$ cat src/rtl/ovdp_cdc_pkg.sv
// Shared definitions for the fast-domain scan-duration sender: state encoding,
// default configuration and a counter-width helper.
package ovdp_cdc_pkg;

  typedef enum logic [1:0] {
    ST_IDLE,
    ST_REQ,
    ST_WAIT_ACK,
    ST_GAP
  } sender_state_e;

  localparam int DEF_DATA_W         = 32;
  localparam int DEF_REQ_CYCLES     = 64;
  localparam int DEF_TIMEOUT_CYCLES = 1024;
  localparam int DEF_MAX_RETRIES    = 3;

  // Bits needed to count 0 .. n-1, never less than one.
  function automatic int cnt_width(input int n);
    return (n < 2) ? 1 : $clog2(n);
  endfunction

endpackage

$ cat src/rtl/scan_duration_sender_if.sv
// Offer / request-acknowledge bundle between the source, the sender and the
// slow destination.
interface scan_duration_sender_if
  import ovdp_cdc_pkg::*;
#(
  parameter int DATA_W = DEF_DATA_W
);

  logic              in_valid;
  logic [DATA_W-1:0] in_data;
  logic              in_ready;
  logic              req_out;
  logic [DATA_W-1:0] data_out;
  logic              ack_in;
  logic              busy;
  logic              done;
  logic              err;

  modport master (
    output in_valid, in_data, ack_in,
    input  in_ready, req_out, data_out, busy, done, err
  );

  modport slave (
    input  in_valid, in_data, ack_in,
    output in_ready, req_out, data_out, busy, done, err
  );

endinterface

$ cat src/rtl/sync_2ff.sv
// Single-bit two-flop synchroniser with asynchronous active-high reset.
module sync_2ff (
  input  logic clk,
  input  logic rst,
  input  logic d,
  output logic q
);

  logic meta;

  // NOTE: flops use non-blocking assignment so meta and q both see pre-edge values.
  always_ff @(posedge clk or posedge rst) begin
    if (rst) begin
      meta <= 1'b0;
      q    <= 1'b0;
    end else begin
      meta <= d;
      q    <= meta;
    end
  end

endmodule

$ cat src/rtl/scan_duration_sender.sv
// Presents a coalesced value to a slow destination with a long req pulse and waits for ack.
// Timeout/retry behaviour is compiled in only when SCAN_SENDER_TIMEOUT_EN is defined.
module scan_duration_sender
  import ovdp_cdc_pkg::*;
#(
  parameter int DATA_W         = DEF_DATA_W,
  parameter int REQ_CYCLES     = DEF_REQ_CYCLES,
  parameter int TIMEOUT_CYCLES = DEF_TIMEOUT_CYCLES,
  parameter int MAX_RETRIES    = DEF_MAX_RETRIES
) (
  input logic                   clk_fast,
  input logic                   reset,
  scan_duration_sender_if.slave bus
);

  localparam int              PH_W     = cnt_width(REQ_CYCLES);
  localparam logic [PH_W-1:0] REQ_LAST = PH_W'(REQ_CYCLES - 1);

`ifdef SCAN_SENDER_TIMEOUT_EN
  localparam int               TMO_W      = cnt_width(TIMEOUT_CYCLES);
  localparam logic [TMO_W-1:0] TMO_LAST   = TMO_W'(TIMEOUT_CYCLES - 1);
  localparam int               RTY_W      = cnt_width(MAX_RETRIES + 1);
  localparam logic [RTY_W-1:0] RETRY_LAST = RTY_W'(MAX_RETRIES);

  logic [TMO_W-1:0] tmo_cnt;
  logic [RTY_W-1:0] retry_cnt;
`endif

  sender_state_e     state;
  logic [PH_W-1:0]   phase_cnt;
  logic [DATA_W-1:0] pending;
  logic              pending_vld;
  logic              launch;
  logic              ack_sync;
  logic              ack_d;
  logic              ack_rise;

  assign bus.in_ready = 1'b1;

  sync_2ff u_ack_sync (
    .clk (clk_fast),
    .rst (reset),
    .d   (bus.ack_in),
    .q   (ack_sync)
  );

  // NOTE: reset is asynchronous, so it sits in the sensitivity list next to the clock.
  always_ff @(posedge clk_fast or posedge reset) begin
    if (reset) ack_d <= 1'b0;
    else       ack_d <= ack_sync;
  end

  assign ack_rise = ack_sync & ~ack_d;
  assign launch   = (state == ST_IDLE) && pending_vld;

  // A fresh offer always overwrites the slot, even on the cycle the old value launches.
  always_ff @(posedge clk_fast or posedge reset) begin
    if (reset) begin
      pending     <= '0;
      pending_vld <= 1'b0;
    end else if (bus.in_valid) begin
      pending     <= bus.in_data;
      pending_vld <= 1'b1;
    end else if (launch) begin
      pending_vld <= 1'b0;
    end
  end

  always_ff @(posedge clk_fast or posedge reset) begin
    if (reset) begin
      state        <= ST_IDLE;
      phase_cnt    <= '0;
      bus.req_out  <= 1'b0;
      bus.data_out <= '0;
      bus.busy     <= 1'b0;
      bus.done     <= 1'b0;
`ifdef SCAN_SENDER_TIMEOUT_EN
      tmo_cnt      <= '0;
      retry_cnt    <= '0;
      bus.err      <= 1'b0;
`endif
    end else begin
      bus.done <= 1'b0;
`ifdef SCAN_SENDER_TIMEOUT_EN
      bus.err  <= 1'b0;
`endif
      case (state)
        ST_IDLE: begin
          if (pending_vld) begin
            bus.data_out <= pending;
            bus.req_out  <= 1'b1;
            bus.busy     <= 1'b1;
            phase_cnt    <= '0;
`ifdef SCAN_SENDER_TIMEOUT_EN
            tmo_cnt      <= '0;
            retry_cnt    <= '0;
`endif
            state        <= ST_REQ;
          end
        end

        ST_REQ, ST_WAIT_ACK: begin
          if (ack_rise) begin
            bus.req_out <= 1'b0;
            bus.done    <= 1'b1;
            bus.busy    <= 1'b0;
            state       <= ST_IDLE;
          end
`ifdef SCAN_SENDER_TIMEOUT_EN
          else if (tmo_cnt == TMO_LAST) begin
            bus.req_out <= 1'b0;
            phase_cnt   <= '0;
            if (retry_cnt == RETRY_LAST) begin
              bus.err  <= 1'b1;
              bus.busy <= 1'b0;
              state    <= ST_IDLE;
            end else begin
              retry_cnt <= retry_cnt + 1'b1;
              state     <= ST_GAP;
            end
          end
`endif
          else if (state == ST_REQ) begin
            if (phase_cnt == REQ_LAST) begin
              bus.req_out <= 1'b0;
              state       <= ST_WAIT_ACK;
            end else begin
              phase_cnt <= phase_cnt + 1'b1;
            end
          end
`ifdef SCAN_SENDER_TIMEOUT_EN
          // Saturating: the counter parks at the compare value and cannot wrap.
          if (tmo_cnt < TMO_LAST) tmo_cnt <= tmo_cnt + 1'b1;
`endif
        end

`ifdef SCAN_SENDER_TIMEOUT_EN
        ST_GAP: begin
          if (phase_cnt == REQ_LAST) begin
            bus.req_out <= 1'b1;
            phase_cnt   <= '0;
            tmo_cnt     <= '0;
            state       <= ST_REQ;
          end else begin
            phase_cnt <= phase_cnt + 1'b1;
          end
        end
`endif

        default: state <= ST_IDLE;
      endcase
    end
  end

`ifndef SCAN_SENDER_TIMEOUT_EN
  assign bus.err = 1'b0;
`endif

endmodule

$ cat src/flat_wrapper.sv
// flat-port wrapper written by rule: the top's interface ports become plain ports
module scan_duration_sender_flat import ovdp_cdc_pkg::*;
#(
  parameter int DATA_W         = DEF_DATA_W,
  parameter int REQ_CYCLES     = DEF_REQ_CYCLES,
  parameter int TIMEOUT_CYCLES = DEF_TIMEOUT_CYCLES,
  parameter int MAX_RETRIES    = DEF_MAX_RETRIES
)
  (clk_fast, reset, bus_in_valid, bus_in_data, bus_ack_in, bus_in_ready, bus_req_out, bus_data_out, bus_busy, bus_done, bus_err);
  scan_duration_sender_if #(.DATA_W(DATA_W)) bus_i ();
  input logic clk_fast;
  input logic reset;
  input wire logic [$bits(bus_i.in_valid)-1:0] bus_in_valid;
  input wire logic [$bits(bus_i.in_data)-1:0] bus_in_data;
  input wire logic [$bits(bus_i.ack_in)-1:0] bus_ack_in;
  output wire logic [$bits(bus_i.in_ready)-1:0] bus_in_ready;
  output wire logic [$bits(bus_i.req_out)-1:0] bus_req_out;
  output wire logic [$bits(bus_i.data_out)-1:0] bus_data_out;
  output wire logic [$bits(bus_i.busy)-1:0] bus_busy;
  output wire logic [$bits(bus_i.done)-1:0] bus_done;
  output wire logic [$bits(bus_i.err)-1:0] bus_err;
  assign bus_i.in_valid = bus_in_valid;
  assign bus_i.in_data = bus_in_data;
  assign bus_i.ack_in = bus_ack_in;
  assign bus_in_ready = bus_i.in_ready;
  assign bus_req_out = bus_i.req_out;
  assign bus_data_out = bus_i.data_out;
  assign bus_busy = bus_i.busy;
  assign bus_done = bus_i.done;
  assign bus_err = bus_i.err;
  scan_duration_sender #(.DATA_W(DATA_W), .REQ_CYCLES(REQ_CYCLES), .TIMEOUT_CYCLES(TIMEOUT_CYCLES), .MAX_RETRIES(MAX_RETRIES)) u_core (.clk_fast(clk_fast), .reset(reset), .bus(bus_i));
endmodule
$ cat config.mk
export PLATFORM = sky130hd
export DESIGN_NAME = scan_duration_sender_flat
export DESIGN_NICKNAME = d
export VERILOG_FILES = /design/src/rtl/ovdp_cdc_pkg.sv /design/src/rtl/scan_duration_sender_if.sv /design/src/rtl/sync_2ff.sv /design/src/rtl/scan_duration_sender.sv /design/src/flat_wrapper.sv
export SDC_FILE = /design/constraint.sdc
export NUM_CORES = 1
export LEC_CHECK = 0
export BUFFER_PORTS_ARGS = -buffer_cell sky130_fd_sc_hd__buf_2
export CAP_MARGIN = 25
export CORE_ASPECT_RATIO = 0.75
export CORE_MARGIN = 2
export CORE_UTILIZATION = 40
export CTS_CLUSTER_SIZE = 24
export DETAILED_ROUTE_END_ITERATION = 16
export PLACE_DENSITY_LB_ADDON = 0.2
export SKIP_CTS_REPAIR_TIMING = 1
export SLEW_MARGIN = 25
export SYNTH_ARGS = -nofsm -noshare
export SYNTH_HDL_FRONTEND = slang
export SYNTH_SLANG_ARGS = --single-unit
export TNS_END_PERCENT = 5
$ cat constraint.sdc
create_clock -name clk_fast -period 3.5 [get_ports clk_fast]
set_input_delay 0.175 -clock clk_fast [delete_from_list [all_inputs] [get_ports clk_fast]]
set_output_delay 0.175 -clock clk_fast [all_outputs]
set_load 0.005 [all_outputs]
* Word-level counts from Yosys, hierarchy flattened *
Index checks and enable logic that the tools add are counted.
W data, S select, Z words.

operators by class
  reductions and logical operators = 10
  add/subtract/negate cells = 1
  muxes and demuxes = 21
  equal/unequal tests = 10
  bitwise logic cells = 2

operators by type and width
  cell                   number
  $mux W6                4
  $pmux W6 S2            1
  $mux W1                9
  $mux W2                4
  $add A6 B1 Y6 const B  1
  $eq A6 B6 Y1 const B   1
  $ne A2 B1 Y1 const B   3
  $ne A3 B1 Y1 const B   2
  $reduce_and A3 Y1      2
  $reduce_and A5 Y1      1
  $ne A2 B2 Y1 const B   2
  $pmux W1 S2            2
  $pmux W2 S2            1
  $reduce_and A4 Y1      1
  $reduce_bool A2 Y1     2
  $eq A2 B1 Y1 const B   1
  $eq A2 B2 Y1 const B   1
  $logic_not A2 Y1       1
  $reduce_and A2 Y1      1
  $reduce_or A2 Y1       1
  $and A1 B1 Y1          1
  $logic_and A1 B1 Y1    1
  $not A1 Y1             1

storage, ports and cells
  input port bits = 36
  register bits = 79
  output and inout bits = 37
  word-level logic and storage cells = 55

* Logic depth before layout (Yosys ltp) *
  depth after elaboration = 5
  gate-level depth with buffers = 7
  depth with buffers taken out = 6

* Cells and area by module *
Synthesis repeated with hierarchy kept, for this count alone.

second synthesis, totals
  cell total of the unflattened synthesis = 215
  area total of the unflattened synthesis = 3,170.5 um^2

by module, submodules not included
  module                instances  cells an instance  area an instance (um^2)  sequential area each (um^2)
  scan_duration_sender  1          212                3,116.7                  1,926.8
  sync_2ff              1          3                  53.8                     50.0

* Worst setup path after synthesis *
Ideal clock, no wire load.

  kind = register to register
  start = reg u_core.state[1]
  end = reg u_core.phase_cnt[2]
  arrival = 1.560 ns
  slack = 1.818 ns
  period minus slack after synthesis = 1.682 ns
  setup time = 0.122 ns
  path buffers = 1
  stages on the path, launching flop included = 8
  cell sequence = dfrtp_1 -> inv_1 -> ha_1 -> inv_1 -> or3_1 -> buf_2 -> and2_4 -> a32o_1

between the ends
  word-level cells in the longest chain between the ends = 4
  elaborated cells between the ends (all ways) = 11
  those cells by class = eq/ne (6); mux (1); reduce/logical (4)

RTL lines
  item                                                 RTL line                                                 text
  start, declared                                      scan_duration_sender.sv:29                               sender_state_e state;
  start signal, assigned                               scan_duration_sender.sv:71                               state <= ST_IDLE;
  start signal, assigned                               scan_duration_sender.sv:98                               state <= ST_REQ;
  start signal, assigned                               scan_duration_sender.sv:107                              state <= ST_IDLE;
  $eq A2 B2 Y1 / $eq A2 B1 Y1 (equally long branches)  scan_duration_sender.sv:87, scan_duration_sender.sv:123
  $reduce_or A2 Y1                                     scan_duration_sender.sv:87                               case (state)
  $ne A2 B2 Y1 (no line) (tied with other cells)       --
  $reduce_and A5 Y1 (no line)                          --
  end signal, assigned                                 scan_duration_sender.sv:128                              phase_cnt <= phase_cnt + 1'b1;
  end, declared                                        scan_duration_sender.sv:30                               logic [PH_W-1:0] phase_cnt;

Parallel ways exist; a longest one is shown, timed or not.
A chain may end at the register's enable or synchronous reset.

* Final worst setup path *
  start = reg u_core.state[1]
  end = reg u_core.phase_cnt[4]

The elaborated chain is that of the path after synthesis.

==> flow_summary.json <==
{
  "status": "finished, violations left",
  "failed_checks": "negative hold slack",
  "synth_top_area_share_pct": 61.1,
  "rrSetupSlack_ps": 1540,
  "antenna_found_initial": 0,
  "place.gp.congestion": 0.801,
  "antenna_left": 0,
  "period_needed_ps": 1960,
  "numCtsBuffers": 9,
  "synth_top_cell_by_area": "dfrtp_1",
  "async_flop_share_pct": 100,
  "cts_tree": "built",
  "cp_data_arrival_time_ps": 2200,
  "clkSlewWorstSetupHoldPaths_ps": 80,
  "syn-num-nets": 271,
  "dieArea_um2": 8830,
  "grt_pass1_wl_um": 9980,
  "first_global_vias": 2137,
  "hpwl_um": 4000,
  "synthTopCellsByArea": "dfrtp_1, mux2_2, ha_1",
  "clk_latency_ps": 350,
  "root_buffer": "clkbuf_8",
  "cp_max_fo": 6,
  "diodes": 0,
  "wl_um": 5860,
  "core_um2": 7880,
  "drv_cap": 0,
  "initial_core_util_pct": 41.0,
  "io_buffers": 70,
  "synth_flop_cell": "dfrtp_1",
  "drc": 0,
  "die_x_um": 108,
  "final_nets": 343,
  "crit_required_ps": 3740,
  "dp_slack_ps": 1550,
  "peakVddDrop_mv": 0.369,
  "drt_pre_antenna_iters": 4,
  "grt_overflow": 0,
  "viasPerCell": 4.89,
  "cp-start-kind": "register",
  "max_slew_margin_pct": 46.6,
  "crit_path_end_kind": "register",
  "grt_usage_pct": 14.8,
  "fin_cells": 410,
  "place_area_um2": 3660,
  "rows": 28,
  "layout-drive-gt1-share_pct": 51.8,
  "clock_skew_ps": 8.47,
  "slew_viol_final": 0,
  "max_freq_ghz": 0.510,
  "clk_path_buf_depth": 2,
  "leakage_uw": 0.00185,
  "grt_setup_unrepaired": "false",
  "whs_ps": -59.2,
  "fin_crit_sh_pct": 56.1,
  "setup-violations-final": 0,
  "synthCells": 229,
  "ctsHtreeMaxLevel": 3,
  "pin_count": 73,
  "cts.sinks": 79,
  "synth_edf_count": 0,
  "grt_max_degree": 59,
  "finalSetupTns_ps": 0,
  "avgSynthCellArea_um2": 14.1,
  "hp-class": "in2async",
  "drt-wirelength-per-cell_um": 14.3,
  "yosysSeqAreaShare_pct": 61.1,
  "mappedNetlistArea_um2": 3230,
  "hold_viol": 57,
  "die_y_um": 81.9,
  "finalWorstSetupSlack_ps": 1540,
  "synth.most_common_cell": "dfrtp_1",
  "critPathKind": "reg2reg",
  "drtIter0Drc": 42,
  "netlist-cell-type-count": 35,
  "area_delta_synth_final_pct": 20.9,
  "numPlacedInstances": 394,
  "finish.instance_area_um2": 3910,
  "synth_seq_cells": 79,
  "powerDensity_nw_per_um2": 753,
  "worstMarginPinSlew_ps": 801,
  "vias": 2003,
  "synth_warnings": 0,
  "synthTopCellsByCount": "dfrtp_1, mux2_2, inv_1"
}
critical path, stage by stage (launching register included):
cell and delay [ps]:
dfrtp_1 430, inv_1 100, ha_1 210, nor2b_1 200, a211oi_2 450, nand2_1 150, a211o_1 310
flip-flops by register name (all words and copies together), names as in the netlist:
register / count
u_core.bus.done: 1
u_core.pending_vld: 1
u_core.u_ack_sync.meta: 1
u_core.bus.busy: 1
u_core.pending: 32
u_core.state: 2
u_core.phase_cnt: 6
u_core.u_ack_sync.q: 1
u_core.bus.req_out: 1
u_core.ack_d: 1
u_core.bus.data_out: 32
through the flow:
step / hold WS (ps) / power [uW] / util (%)
6_report: -59.2 / 2950 / 49.6
5_1_grt: 3.56 / 3150 / 49.6
4_1_cts: -61.0 / 3000 / 49.5
3_5_place_dp: 297 / 2190 / 46.5
3_3_place_gp: 295 / 2160 / 46.5
2_1_floorplan: 206 / 1850 / -
power by group:
part / switching, uW / leakage [uW] / internal [uW]
logic: 377 / 0.000793 / 467
registers: 131 / 0.000938 / 1180
clock network: 322 / 0.000117 / 473
total: 830 / 0.00185 / 2120
kinds of logic (layout without fill, tap and decap cells):
logic type | Yosys count | count (layout) | share of synthesized area [%]
DFF | 79 | 79 | 61.1
and+or+nand+nor | 32 | 32 | 5.73
buffers and inverters | 23 | 99 | 3.37
muxes | 64 | 64 | 22.3
other | 2 | 2 | 0.232
AOI/OAI and AO/OA | 23 | 23 | 4.95
adders and majority gates | 6 | 6 | 2.32
layer usage:
layer  track usage [%]  up-vias  wire [um]
met3              6.67       10        474
met1              17.8      991       2600
met4              6.03        0         97
li1                  -      944          -
met5                 0        -          0
met2              23.5       58       2680
cell usage in the layout, fill, tap and decap left out, types with 2 or more instances in the layout:
cell type  netlist  routed
dfrtp_1         79      79
buf_2            6      70
mux2_2          64      64
inv_1           11      10
clkbuf_8         0       9
o21ai_0          8       8
nand2_1          7       7
ha_1             6       6
nand3_1          5       5
nor3_1           3       3
a211o_1          3       3
nor4_1           3       3
nor2_1           3       3
bufinv_16        0       3
or3_1            2       2
a31oi_1          2       2
and3_1           2       2
a21oi_1          2       2
conb_1           2       2
clkinv_4         0       2
buf_4            2       2
cell type report:
| class | instances | area [um2] |
|---|---|---|
| Inverter | 11 | 43.8 |
| Multi-Input combinational cell | 127 | 1150 |
| Fill cell | 745 | 3970 |
| Tap cell | 105 | 131 |
| Sequential cell | 79 | 1980 |
| Clock inverter | 5 | 108 |
| Timing Repair Buffer | 73 | 375 |
| Clock buffer | 10 | 128 |
final timing paths:
check                                                      start                               to  depth (start not counted)
worst max-delay path                 u_core.state[1]$_DFFE_PP0P_  u_core.phase_cnt[4]$_DFFE_PP0P_                          6
worst min-delay path                                       reset   u_core.pending[10]$_DFFE_PP0P_                          2
worst max register to register       u_core.state[1]$_DFFE_PP0P_  u_core.phase_cnt[4]$_DFFE_PP0P_                          6
worst min register to register  u_core.u_ack_sync.meta$_DFF_PP0_    u_core.u_ack_sync.q$_DFF_PP0_                          0
max in group asynchronous                                  reset    u_core.pending[6]$_DFFE_PP0P_                          3
min in group clk_fast                            bus_in_data[27]   u_core.pending[27]$_DFFE_PP0P_                          2
Note: power is estimated with default switching activity, not from simulation.
